**src/rtl/controle_bomba_dosagem.sv**
```systemverilog
// Pump dosing controller: runs the pump for an exact number of dose ticks,
// chosen from two presets or a runtime custom value, with pause and abort.
//
// Parameters:
//   TICK_CYCLES      clock cycles per dose tick
//   TICK_W           width of dose / remaining-tick values
//   DOSE_PEQUENO     ticks for the small dose
//   DOSE_GRANDE      ticks for the large dose
//   PAUSA_MAX_CYCLES maximum continuous cycles spent paused
//
// Ports:
//   clock        system clock, rising edge
//   reset        synchronous, active-low reset
//   modo         01 small, 10 large, 11 custom, 00 invalid (sampled at start)
//   dose_custom  custom dose in ticks for modo 11 (sampled at start)
//   liga_bomba   start request, accepted only in IDLE
//   pausa        hold the pump off and freeze dose timing
//   aborta       terminate an active dose
//   bomba        pump enable
//   ocupado      high while a dose is active (pumping or paused)
//   fim_bomba    one-cycle pulse on successful completion
//   erro         one-cycle pulse on rejected start or failed dose
//   codigo_erro  01 invalid start, 10 pause timeout, 11 aborted
//   restante     ticks of dose remaining
module controle_bomba_dosagem #(
    parameter int TICK_CYCLES      = 500000,
    parameter int TICK_W           = 16,
    parameter int DOSE_PEQUENO     = 625,
    parameter int DOSE_GRANDE      = 1250,
    parameter int PAUSA_MAX_CYCLES = 1500000000
) (
    input  logic              clock,
    input  logic              reset,
    input  logic [1:0]        modo,
    input  logic [TICK_W-1:0] dose_custom,
    input  logic              liga_bomba,
    input  logic              pausa,
    input  logic              aborta,
    output logic              bomba,
    output logic              ocupado,
    output logic              fim_bomba,
    output logic              erro,
    output logic [1:0]        codigo_erro,
    output logic [TICK_W-1:0] restante
);

    localparam int PRE_W =
        (TICK_CYCLES > 1) ? $clog2(TICK_CYCLES) : 1;
    localparam int PAU_W =
        (PAUSA_MAX_CYCLES > 1) ? $clog2(PAUSA_MAX_CYCLES) : 1;

    localparam logic [PRE_W-1:0] PRE_LAST =
        PRE_W'(TICK_CYCLES - 1);
    localparam logic [PAU_W-1:0] PAU_LAST =
        PAU_W'(PAUSA_MAX_CYCLES - 1);

    localparam logic [TICK_W-1:0] DOSE_P = TICK_W'(DOSE_PEQUENO);
    localparam logic [TICK_W-1:0] DOSE_G = TICK_W'(DOSE_GRANDE);

    localparam logic [1:0] ERR_NONE    = 2'b00;
    localparam logic [1:0] ERR_INVALID = 2'b01;
    localparam logic [1:0] ERR_TIMEOUT = 2'b10;
    localparam logic [1:0] ERR_ABORT   = 2'b11;

    typedef enum logic [1:0] {
        IDLE,
        BOMBEANDO,
        PAUSADO
    } estado_t;

    estado_t           estado;
    estado_t           estado_nxt;
    logic [PRE_W-1:0]  prescaler;
    logic [PRE_W-1:0]  prescaler_nxt;
    logic [PAU_W-1:0]  cnt_pausa;
    logic [PAU_W-1:0]  cnt_pausa_nxt;
    logic [TICK_W-1:0] restante_nxt;
    logic              bomba_nxt;
    logic              ocupado_nxt;
    logic              fim_nxt;
    logic              erro_nxt;
    logic [1:0]        codigo_nxt;

    logic [TICK_W-1:0] dose_sel;
    logic              modo_ok;
    logic              tick;
    logic [PRE_W-1:0]  prescaler_inc;

    // Dose selection from the mode inputs; only used on an IDLE start.
    always_comb begin
        dose_sel = '0;
        modo_ok  = 1'b1;
        case (modo)
            2'b01:   dose_sel = DOSE_P;
            2'b10:   dose_sel = DOSE_G;
            2'b11:   dose_sel = dose_custom;
            default: modo_ok  = 1'b0;
        endcase
    end

    assign tick = (prescaler == PRE_LAST);

    assign prescaler_inc =
        tick ? '0 : prescaler + PRE_W'(1);

    always_ff @(posedge clock) begin
        if (!reset) begin
            estado      <= IDLE;
            prescaler   <= '0;
            cnt_pausa   <= '0;
            restante    <= '0;
            bomba       <= 1'b0;
            ocupado     <= 1'b0;
            fim_bomba   <= 1'b0;
            erro        <= 1'b0;
            codigo_erro <= ERR_NONE;
        end else begin
            estado      <= estado_nxt;
            prescaler   <= prescaler_nxt;
            cnt_pausa   <= cnt_pausa_nxt;
            restante    <= restante_nxt;
            bomba       <= bomba_nxt;
            ocupado     <= ocupado_nxt;
            fim_bomba   <= fim_nxt;
            erro        <= erro_nxt;
            codigo_erro <= codigo_nxt;
        end
    end

    always_comb begin
        estado_nxt    = estado;
        prescaler_nxt = prescaler;
        cnt_pausa_nxt = cnt_pausa;
        restante_nxt  = restante;
        bomba_nxt     = bomba;
        ocupado_nxt   = ocupado;
        fim_nxt       = 1'b0;
        erro_nxt      = 1'b0;
        codigo_nxt    = codigo_erro;

        unique case (estado)
            IDLE: begin
                bomba_nxt   = 1'b0;
                ocupado_nxt = 1'b0;
                if (liga_bomba && !aborta) begin
                    if (!modo_ok || dose_sel == '0) begin
                        erro_nxt   = 1'b1;
                        codigo_nxt = ERR_INVALID;
                    end else begin
                        estado_nxt    = BOMBEANDO;
                        restante_nxt  = dose_sel;
                        prescaler_nxt = '0;
                        codigo_nxt    = ERR_NONE;
                        bomba_nxt     = 1'b1;
                        ocupado_nxt   = 1'b1;
                    end
                end
            end

            BOMBEANDO: begin
                if (aborta) begin
                    estado_nxt  = IDLE;
                    bomba_nxt   = 1'b0;
                    ocupado_nxt = 1'b0;
                    erro_nxt    = 1'b1;
                    codigo_nxt  = ERR_ABORT;
                end else begin
                    // The cycle that just elapsed was a pump cycle, so
                    // it is counted even when a pause starts on it;
                    // this keeps total pump-on time equal to the dose.
                    prescaler_nxt = prescaler_inc;
                    if (tick && restante != '0) begin
                        restante_nxt = restante - TICK_W'(1);
                    end
                    if (tick && restante == TICK_W'(1)) begin
                        estado_nxt  = IDLE;
                        bomba_nxt   = 1'b0;
                        ocupado_nxt = 1'b0;
                        fim_nxt     = 1'b1;
                    end else if (pausa) begin
                        estado_nxt    = PAUSADO;
                        bomba_nxt     = 1'b0;
                        cnt_pausa_nxt = '0;
                    end
                end
            end

            PAUSADO: begin
                if (aborta) begin
                    estado_nxt  = IDLE;
                    bomba_nxt   = 1'b0;
                    ocupado_nxt = 1'b0;
                    erro_nxt    = 1'b1;
                    codigo_nxt  = ERR_ABORT;
                end else if (pausa && cnt_pausa == PAU_LAST) begin
                    estado_nxt  = IDLE;
                    bomba_nxt   = 1'b0;
                    ocupado_nxt = 1'b0;
                    erro_nxt    = 1'b1;
                    codigo_nxt  = ERR_TIMEOUT;
                end else if (!pausa) begin
                    estado_nxt = BOMBEANDO;
                    bomba_nxt  = 1'b1;
                end else begin
                    cnt_pausa_nxt = cnt_pausa + PAU_W'(1);
                end
            end

            default: begin
                estado_nxt  = IDLE;
                bomba_nxt   = 1'b0;
                ocupado_nxt = 1'b0;
            end
        endcase
    end

endmodule
```
**config.mk**
```make
export PLATFORM = sky130hd
export DESIGN_NAME = controle_bomba_dosagem
export DESIGN_NICKNAME = d
export VERILOG_FILES = /design/src/rtl/controle_bomba_dosagem.sv
export SDC_FILE = /design/constraint.sdc
export NUM_CORES = 1
export LEC_CHECK = 0
export CORE_MARGIN = 5
export CORE_UTILIZATION = 35
export DETAILED_ROUTE_END_ITERATION = 6
export GPL_ROUTABILITY_DRIVEN = 1
export MAX_ROUTING_LAYER = met4
export PLACE_DENSITY = 0.58
export SLEW_MARGIN = 20
export SYNTH_ARGS = -nofsm -noshare
export SYNTH_HDL_FRONTEND = slang
export SYNTH_SLANG_ARGS = --single-unit
```
**constraint.sdc**
```tcl
create_clock -name clock -period 5.5 [get_ports clock]
set_input_delay 1.1 -clock clock [delete_from_list [all_inputs] [get_ports clock]]
set_output_delay 1.1 -clock clock [all_outputs]
set_load 0.01 [all_outputs]
```
==> flow_summary.ini, run 1 <==
[timing]
slew_headroom_pct = 28.0
setup-tns-final_ps = 0
fin_crit_ps = 3490
fin_crit_sh_pct = 63.4
clock_skew_ps = 9.00
finalSetupViolCount = 0
worst_slew_pin_slew_ps = 1070
rsz0062_at_grt = no
hold_violations = 0
drv_slew = 0
fmax_mhz = 287

[yosys]
synth_top_area_share_pct = 33.8
syn_nets = 594
avgSynthCellArea_um2 = 7.79
synthArstFlopShare_pct = 0
synth.ff_latch_count = 74
syn_area_mm2 = 0.00438
synth_common_cells = dfxtp_1, nor2_1, nand2_1, a21oi_1, nor3_1
ys_warn_count = 0
yosys-top-cells-area = dfxtp_1, nor2_1, nand2_1
synthCells = 562
synth_cell_types = 63
synth.most_common_cell = dfxtp_1
synth.yosys.seq_area_share_pct = 33.8
synth_top_area_cell = dfxtp_1
synthFlopType = dfxtp_1
synth-edff-count = 0

[clock_tree]
cts_root_buf = clkbuf_16
postCtsSetupBuffers = 0
cts.sinks = 74
cts_tree = built
clk_latency_ps = 350
cts_inserted_buffers = 9
ctsResizeCount = 0
clockBufferDepth = 2
htree_num_levels = 3
cts.clk_slew.worst_paths_ps = 60
ctsHoldBuffers = 0

[pwr]
power_density_mw_per_mm2 = 317
vdd_drop_max_mv = 0.208
p_leak_uw = 0.00164

[worst_setup_path]
critPathMaxFanout = 13
cp.arrival_ps = 3740
cpPeakStageDelay_ps = 820
worstSetupStartpointType = register
cpMaxStageDelayCell = nor3_2
critical_path_class = register to register
crit_path_end_kind = register
cp_cell_sequence = or4b_1 > or3_1 > nor3_2 > a2bb2oi_2 > nand2_1 > o22ai_1
cp.required_ps = 5750

[final_layout]
drive_above_1_share_pct = 6.82
final_area_mm2 = 0.00526
final_nets = 628
syn_to_final_growth_pct = 20.1
antenna_cells = 0

[floorplan]
die_h_um = 122
num_rows = 40
die_w_um = 122
initial_utilization_pct = 36.0
fp.coreArea_mm2 = 0.0122
ios = 45
dieArea_mm2 = 0.0149

[flow_run]
max_cap_violations = 0

[placed_design]
routabilityCongestion = 0.869
dp.final_hpwl_um = 9090
place_area_mm2 = 0.00497
port_buffers = 44

[routing]
wire_per_inst_um = 16.9
wl_um = 13000
drt_iter0_drc = 305
drtPass1Iterations = 5
antenna_left = 0
drc = 0
vias = 4453
vias_per_cell = 5.79

[global_route]
grt_overflow = 0
track_usage_pct = 18.6
grt_max_degree = 34
antenna_found_initial = 0
first_global_vias = 4247
grt_pass1_wl_um = 21500

[outcome]
status = complete, no violations

[worst_hold_path]
min_path_type = register to register
[state kept, by name (all words and copies together) (netlist names)]
name and count:
bomba 1, cnt_pausa 31, codigo_erro 2, erro 1, estado 2, fim_bomba 1
ocupado 1, prescaler 19, restante 16
[critical path: cells and delay by family (launching register included)]
kind	cells	cell delay [ps]
and+or+nand+nor	4	2290
DFF	1	360
AOI/OAI and AO/OA	2	760
[cell usage in the layout (no fill, tap or decap), types with 10 or more instances in the layout]
master           count
a21oi_1             38
and3_1              10
clkdlybuf4s50_1     44
dfxtp_1             74
inv_1               14
nand2_1             51
nand3_1             24
nand4_1             13
nor2_1              59
nor3_1              26
nor4_1              21
o21ai_0             19
or3_1               11
or4_1               15
xnor2_1             21
[cells by family after synthesis]
kind of cell	synth area share [%]
xor gates and xnor gates	4.60
muxes	1.14
AOI/OAI and AO/OA	19.7
DFF	33.8
buffers and inverters	3.68
and+or+nand+nor	34.4
adders and majority gates	2.57
[cell type report]
cell class | count | area, um^2
timing repair buffer | 49 | 485
clock buffer | 12 | 246
inverter | 15 | 56.3
tap | 168 | 210
multi-input combinational | 447 | 2750
fill | 1249 | 6900
sequential | 74 | 1480
clock inverter | 4 | 27.5
[power breakdown]
| group | switching, uW | internal, uW | total [uW] | leakage (uW) |
|---|---|---|---|---|
| combinational | 320 | 202 | 522 | 0.000910 |
| clock | 229 | 318 | 546 | 0.000137 |
| sequential | 34.7 | 563 | 598 | 0.000598 |
| total | 584 | 1080 | 1670 | 0.00164 |
[path summary, 6_finish.rpt]
kind / start / end / slack [ps] / cells past startpoint
setup reg to reg: prescaler[5] / restante[7] / 2010 / 6
hold / removal: codigo_erro[1] / codigo_erro[1] / 490 / 2
hold reg to reg: codigo_erro[1] / codigo_erro[1] / 490 / 2
setup / recovery: prescaler[5] / restante[7] / 2010 / 6
[per-stage QoR]
| step | setup WS, ps | utilization [%] | total power, uW | instances | hold slack [ps] |
|---|---|---|---|---|---|
| floorplan | 2520 | - | 946 | 562 | 449 |
| global placement | 1790 | 40.9 | 1120 | 752 | 469 |
| detailed placement | 1740 | 40.9 | 1120 | 752 | 483 |
| CTS | 2100 | 43.1 | 1680 | 768 | 497 |
| global route | 1770 | 43.3 | 1770 | 769 | 519 |
| finish | 2010 | 43.3 | 1670 | 769 | 490 |
[metal layers]
metal,GRT usage (%),up-vias,share of wire (%)
li1,-,2175,-
met1,23.4,2121,45
met2,28.3,129,47
met3,4.74,28,5.7
met4,8.12,0,2.3
met5,-,-,0
(Power assumes the default switching activity.)
==> run 2: changes to the inputs <==
--- a/config.mk
+++ b/config.mk
@@ -10,7 +10,7 @@
 export DETAILED_ROUTE_END_ITERATION = 6
 export GPL_ROUTABILITY_DRIVEN = 1
 export MAX_ROUTING_LAYER = met4
-export PLACE_DENSITY = 0.58
+export PLACE_DENSITY = 0.6
 export SLEW_MARGIN = 20
 export SYNTH_ARGS = -nofsm -noshare
 export SYNTH_HDL_FRONTEND = slang
==> constraint.sdc (replaced) <==
create_clock -name clock -period 2.9 [get_ports clock]
set_input_delay 0.58 -clock clock [delete_from_list [all_inputs] [get_ports clock]]
set_output_delay 0.58 -clock clock [all_outputs]
set_load 0.01 [all_outputs]
==> flow_summary.ini, run 2 (synthesized netlist as in run 1, its figures left out) <==
[timing]
setup-tns-final_ps = 0
fin_crit_sh_pct = 94.8
fin_ws_ps = 151
finalSetupViolCount = 0
slew_headroom_pct = 48.5
fin_crit_ps = 2750
worst_slew_pin_slew_ps = 773
hold_violations = 0
rsz0062_at_grt = no
holdWs_ps = 484
clock_skew_ps = 10.1
drv_slew = 0
fmax_mhz = 364

[worst_setup_path]
reg2reg_to = cnt_pausa[24]
cp.required_ps = 3160
r2r_cells = 9
cpMaxStageDelayCell = or4b_2
r2r_slack_ps = 150
cp_cell_sequence = inv_1 > ha_1 > or4b_2 > or4_4 > or4_4 > nand3_2 > buf_4 > o21ai_1 > a21oi_1
critPathMaxFanout = 8
worstSetupStartpointType = register
critical_path_class = register to register
crit_path_end_kind = register
reg2reg_from = restante[1]
cpPeakStageDelay_ps = 620
crit_top_cell = or4_4
cp.arrival_ps = 3010

[clock_tree]
cts_inserted_buffers = 9
clk_latency_ps = 330
ctsHoldBuffers = 0
cts_tree = built
cts_root_buf = clkbuf_16
cts.sinks = 74
clockBufferDepth = 2
htree_num_levels = 3
cts.clk_slew.worst_paths_ps = 60

[worst_hold_path]
min_path_type = register to register
min-delay-start = cnt_pausa[30]
hold_path_end = cnt_pausa[30]
min_delay_path_depth = 2

[final_layout]
drive_above_1_share_pct = 13.8
final_nets = 673
antenna_cells = 0
final_cell_mix = dfxtp_1, nor2_1, nand2_1
syn_to_final_growth_pct = 28.9
largest_registers = cnt_pausa x31, prescaler x19, restante x16
mostFrequentLayoutCell = dfxtp_1
largest_reg_flops = 31
largest_register = cnt_pausa
instances_no_fill = 814

[pwr]
p_leak_uw = 0.00189
total_power_uw = 3410
power_density_mw_per_mm2 = 604
vdd_drop_max_mv = 0.311

[global_route]
grt_max_degree = 28
antenna_found_initial = 0
grt_pass1_wl_um = 21800
grt_overflow = 0
first_global_vias = 4377
track_usage_pct = 18.6

[flow_run]
max_cap_violations = 0

[placed_design]
port_buffers = 44
dp.final_hpwl_um = 9710
routabilityCongestion = 0.892
post-place-cells = 798
preCtsSetupSlack_ps = 71.7

[floorplan]
initial_utilization_pct = 36.0
die_h_um = 122
die_w_um = 122
fp.coreArea_mm2 = 0.0122
dieArea_mm2 = 0.0149
ios = 45
num_rows = 40

[routing]
antenna_left = 0
wl_um = 13300
drt_iter0_drc = 281
drc = 0
vias = 4635
drtPass1Iterations = 6
wire_per_inst_um = 16.3
vias_per_cell = 5.69

[outcome]
status = complete, no violations
[run 2: per-stage QoR]
step	utilization (%)	instance area (um^2)
floorplan	-	4380
global placement	43.9	5340
detailed placement	43.9	5340
CTS	46.4	5640
global route	46.4	5650
finish	46.4	5650
[run 2: critical path, delay by kind of cell (launching register included)]
| family | cells | cell delay, ps |
|---|---|---|
| buffers and inverters | 2 | 250 |
| flip-flops | 1 | 310 |
| adder cells (fa/ha/maj) | 1 | 140 |
| AO/OA/AOI/OAI | 2 | 190 |
| AND/OR/NAND/NOR | 4 | 1790 |
[run 2: cell type report]
type                    count  area, um^2
well taps                 168         210
clock inverters             6        63.8
clock buffers              10         239
inverters                  15        56.3
flip-flops and latches     74        1480
repair buffers             94         841
multi-input cells         447        2760
fillers                  1215        6510
[run 2: worst max-delay path by stage]
stage,to,slack [ps],start,cells after the start
final,cnt_pausa[24],150,restante[1],9
after global routing,cnt_pausa[24],10,restante[1],9
after CTS,cnt_pausa[24],60,restante[1],9
after detailed placement,cnt_pausa[6],70,restante[1],9
after global placement,restante[10],80,dose_custom[11],9
after floorplan,cnt_pausa[26],290,restante[0],8
[run 2: repair_timing]
item / 4_1_cts / 5_1_grt
setup buffers: 0 / 0
endpoints found under the setup margin: 0 / 4
resized for setup: 0 / 1
[run 2: metal layers]
| layer | wire (um) | up-vias | part of all wire, % | GRT usage, % |
|---|---|---|---|---|
| met5 | 0 | - | 0 | - |
| li1 | - | 2259 | - | - |
| met3 | 597 | 28 | 4.5 | 3.30 |
| met2 | 6530 | 130 | 49 | 30.9 |
| met4 | 269 | 0 | 2.0 | 6.30 |
| met1 | 5910 | 2218 | 44 | 22.7 |
[run 2: where the power goes]
part	switching [uW]	internal, uW
Sequential	42.9	1070
Clock	445	689
Combinational	668	496
Total	1160	2250
==> run 3: changes to the inputs <==
--- a/config.mk
+++ b/config.mk
@@ -5,13 +5,11 @@
 export SDC_FILE = /design/constraint.sdc
 export NUM_CORES = 1
 export LEC_CHECK = 0
-export CORE_MARGIN = 5
 export CORE_UTILIZATION = 35
 export DETAILED_ROUTE_END_ITERATION = 6
 export GPL_ROUTABILITY_DRIVEN = 1
 export MAX_ROUTING_LAYER = met4
 export PLACE_DENSITY = 0.6
-export SLEW_MARGIN = 20
 export SYNTH_ARGS = -nofsm -noshare
 export SYNTH_HDL_FRONTEND = slang
 export SYNTH_SLANG_ARGS = --single-unit
==> flow_summary.ini, run 3 (synthesized netlist as in run 1, its figures left out) <==
[outcome]
status = complete, no violations

[floorplan]
die_w_um = 114
ios = 45
dieArea_mm2 = 0.0130
fp.coreArea_mm2 = 0.0121
num_rows = 40
initial_utilization_pct = 36.2
die_h_um = 114

[clock_tree]
cts_inserted_buffers = 9
clockBufferDepth = 2
clk_latency_ps = 340
cts_root_buf = clkbuf_16
postCtsSetupBuffers = 0
cts_tree = built
cts.sinks = 74
htree_num_levels = 3
cts.clk_slew.worst_paths_ps = 70

[routing]
wire_per_inst_um = 16.1
wl_um = 13000
antenna_left = 0
vias = 4518
drc = 0
drt_iter0_drc = 340
vias_per_cell = 5.60
drtPass1Iterations = 5

[placed_design]
port_buffers = 44
place_area_mm2 = 0.00528
routabilityCongestion = 0.896
post-place-cells = 791
dp.final_hpwl_um = 9540

[global_route]
first_global_vias = 4364
grt_max_degree = 33
antenna_found_initial = 0
grt_overflow = 0
track_usage_pct = 21.8
grt_pass1_wl_um = 21700

[timing]
drv_slew = 0
slew_headroom_pct = 47.1
fmax_mhz = 369
clock_skew_ps = 8.61
holdWs_ps = 485
setup-tns-final_ps = 0
rsz0062_at_grt = no
fin_crit_ps = 2710
fin_crit_sh_pct = 93.5
worst_slew_pin_slew_ps = 794
finalSetupViolCount = 0
hold_violations = 0

[final_layout]
mostFrequentLayoutCell = dfxtp_1
instances_no_fill = 807
syn_to_final_growth_pct = 28.2
final_nets = 666
final_area_mm2 = 0.00562
multiInputGateArea_mm2 = 0.00276
largest_registers = cnt_pausa x31, prescaler x19, restante x16
antenna_cells = 0
regArea_mm2 = 0.00148
nFillCells = 1227
final_cell_mix = dfxtp_1, nor2_1, nand2_1
drive_above_1_share_pct = 12.8
largest_register = cnt_pausa
largest_reg_flops = 31

[worst_hold_path]
min_path_type = register to register

[worst_setup_path]
worstSetupStartpointType = register
cp.arrival_ps = 2940
critPathMaxFanout = 10
cp.required_ps = 3130
critical_path_class = register to register
crit_path_end_kind = register

[flow_run]
max_cap_violations = 0

[pwr]
power_density_mw_per_mm2 = 623
p_leak_uw = 0.00187
vdd_drop_max_mv = 0.383
## run 3: repair_timing
| action | CTS | global route |
|---|---|---|
| gates resized for setup | 0 | 1 |
| hold buffers | 0 | 0 |
| hold endpoints to repair | 0 | 0 |
| setup endpoints to repair | 0 | 4 |
## run 3: where the power goes
| part | switching, uW | internal, uW |
|---|---|---|
| clock | 474 | 789 |
| sequential | 47.3 | 1070 |
| combinational | 644 | 479 |
## run 3: path summary, 6_finish.rpt
check | start | endpoint | slack [ps] | cells after the start
max reg2reg | restante[1] | cnt_pausa[26] | 190 | 8
min reg2reg | cnt_pausa[30] | cnt_pausa[30] | 480 | 2
max | restante[1] | cnt_pausa[26] | 190 | 8
min | cnt_pausa[30] | cnt_pausa[30] | 480 | 2
## run 3: routing by layer
metal  vias up  wire (um)  track usage, %
met3        11        532            4.57
met2       105       6520            37.5
met4         0        138            5.37
met1      2161       5810            25.9
met5         -          0               -
li1       2241          -               -
## run 3: through the flow
step	worst slack (ps)	power, uW	utilization, %
3_5_place_dp	99.5	2250	43.6
3_3_place_gp	81.3	2230	43.6
2_1_floorplan	285	1790	-
5_1_grt	81.3	3670	46.4
6_report	187	3500	46.4
4_1_cts	89.5	3510	46.3
## run 3: cell type report
type,count,area share (%)
Timing Repair Buffer,87,13.8
Clock buffer,10,4.25
Tap cell,168,3.74
Inverter,15,1.00
Multi-Input combinational cell,447,49.1
Clock inverter,6,1.74
Sequential cell,74,26.4
## run 3: critical path: stages, from the launching register on
cell	delay, ps
dfxtp_1	310
inv_1	100
ha_1	170
or4b_2	630
or4_4	490
or4_4	480
nand3_2	200
or4_1	160
a21oi_1	60
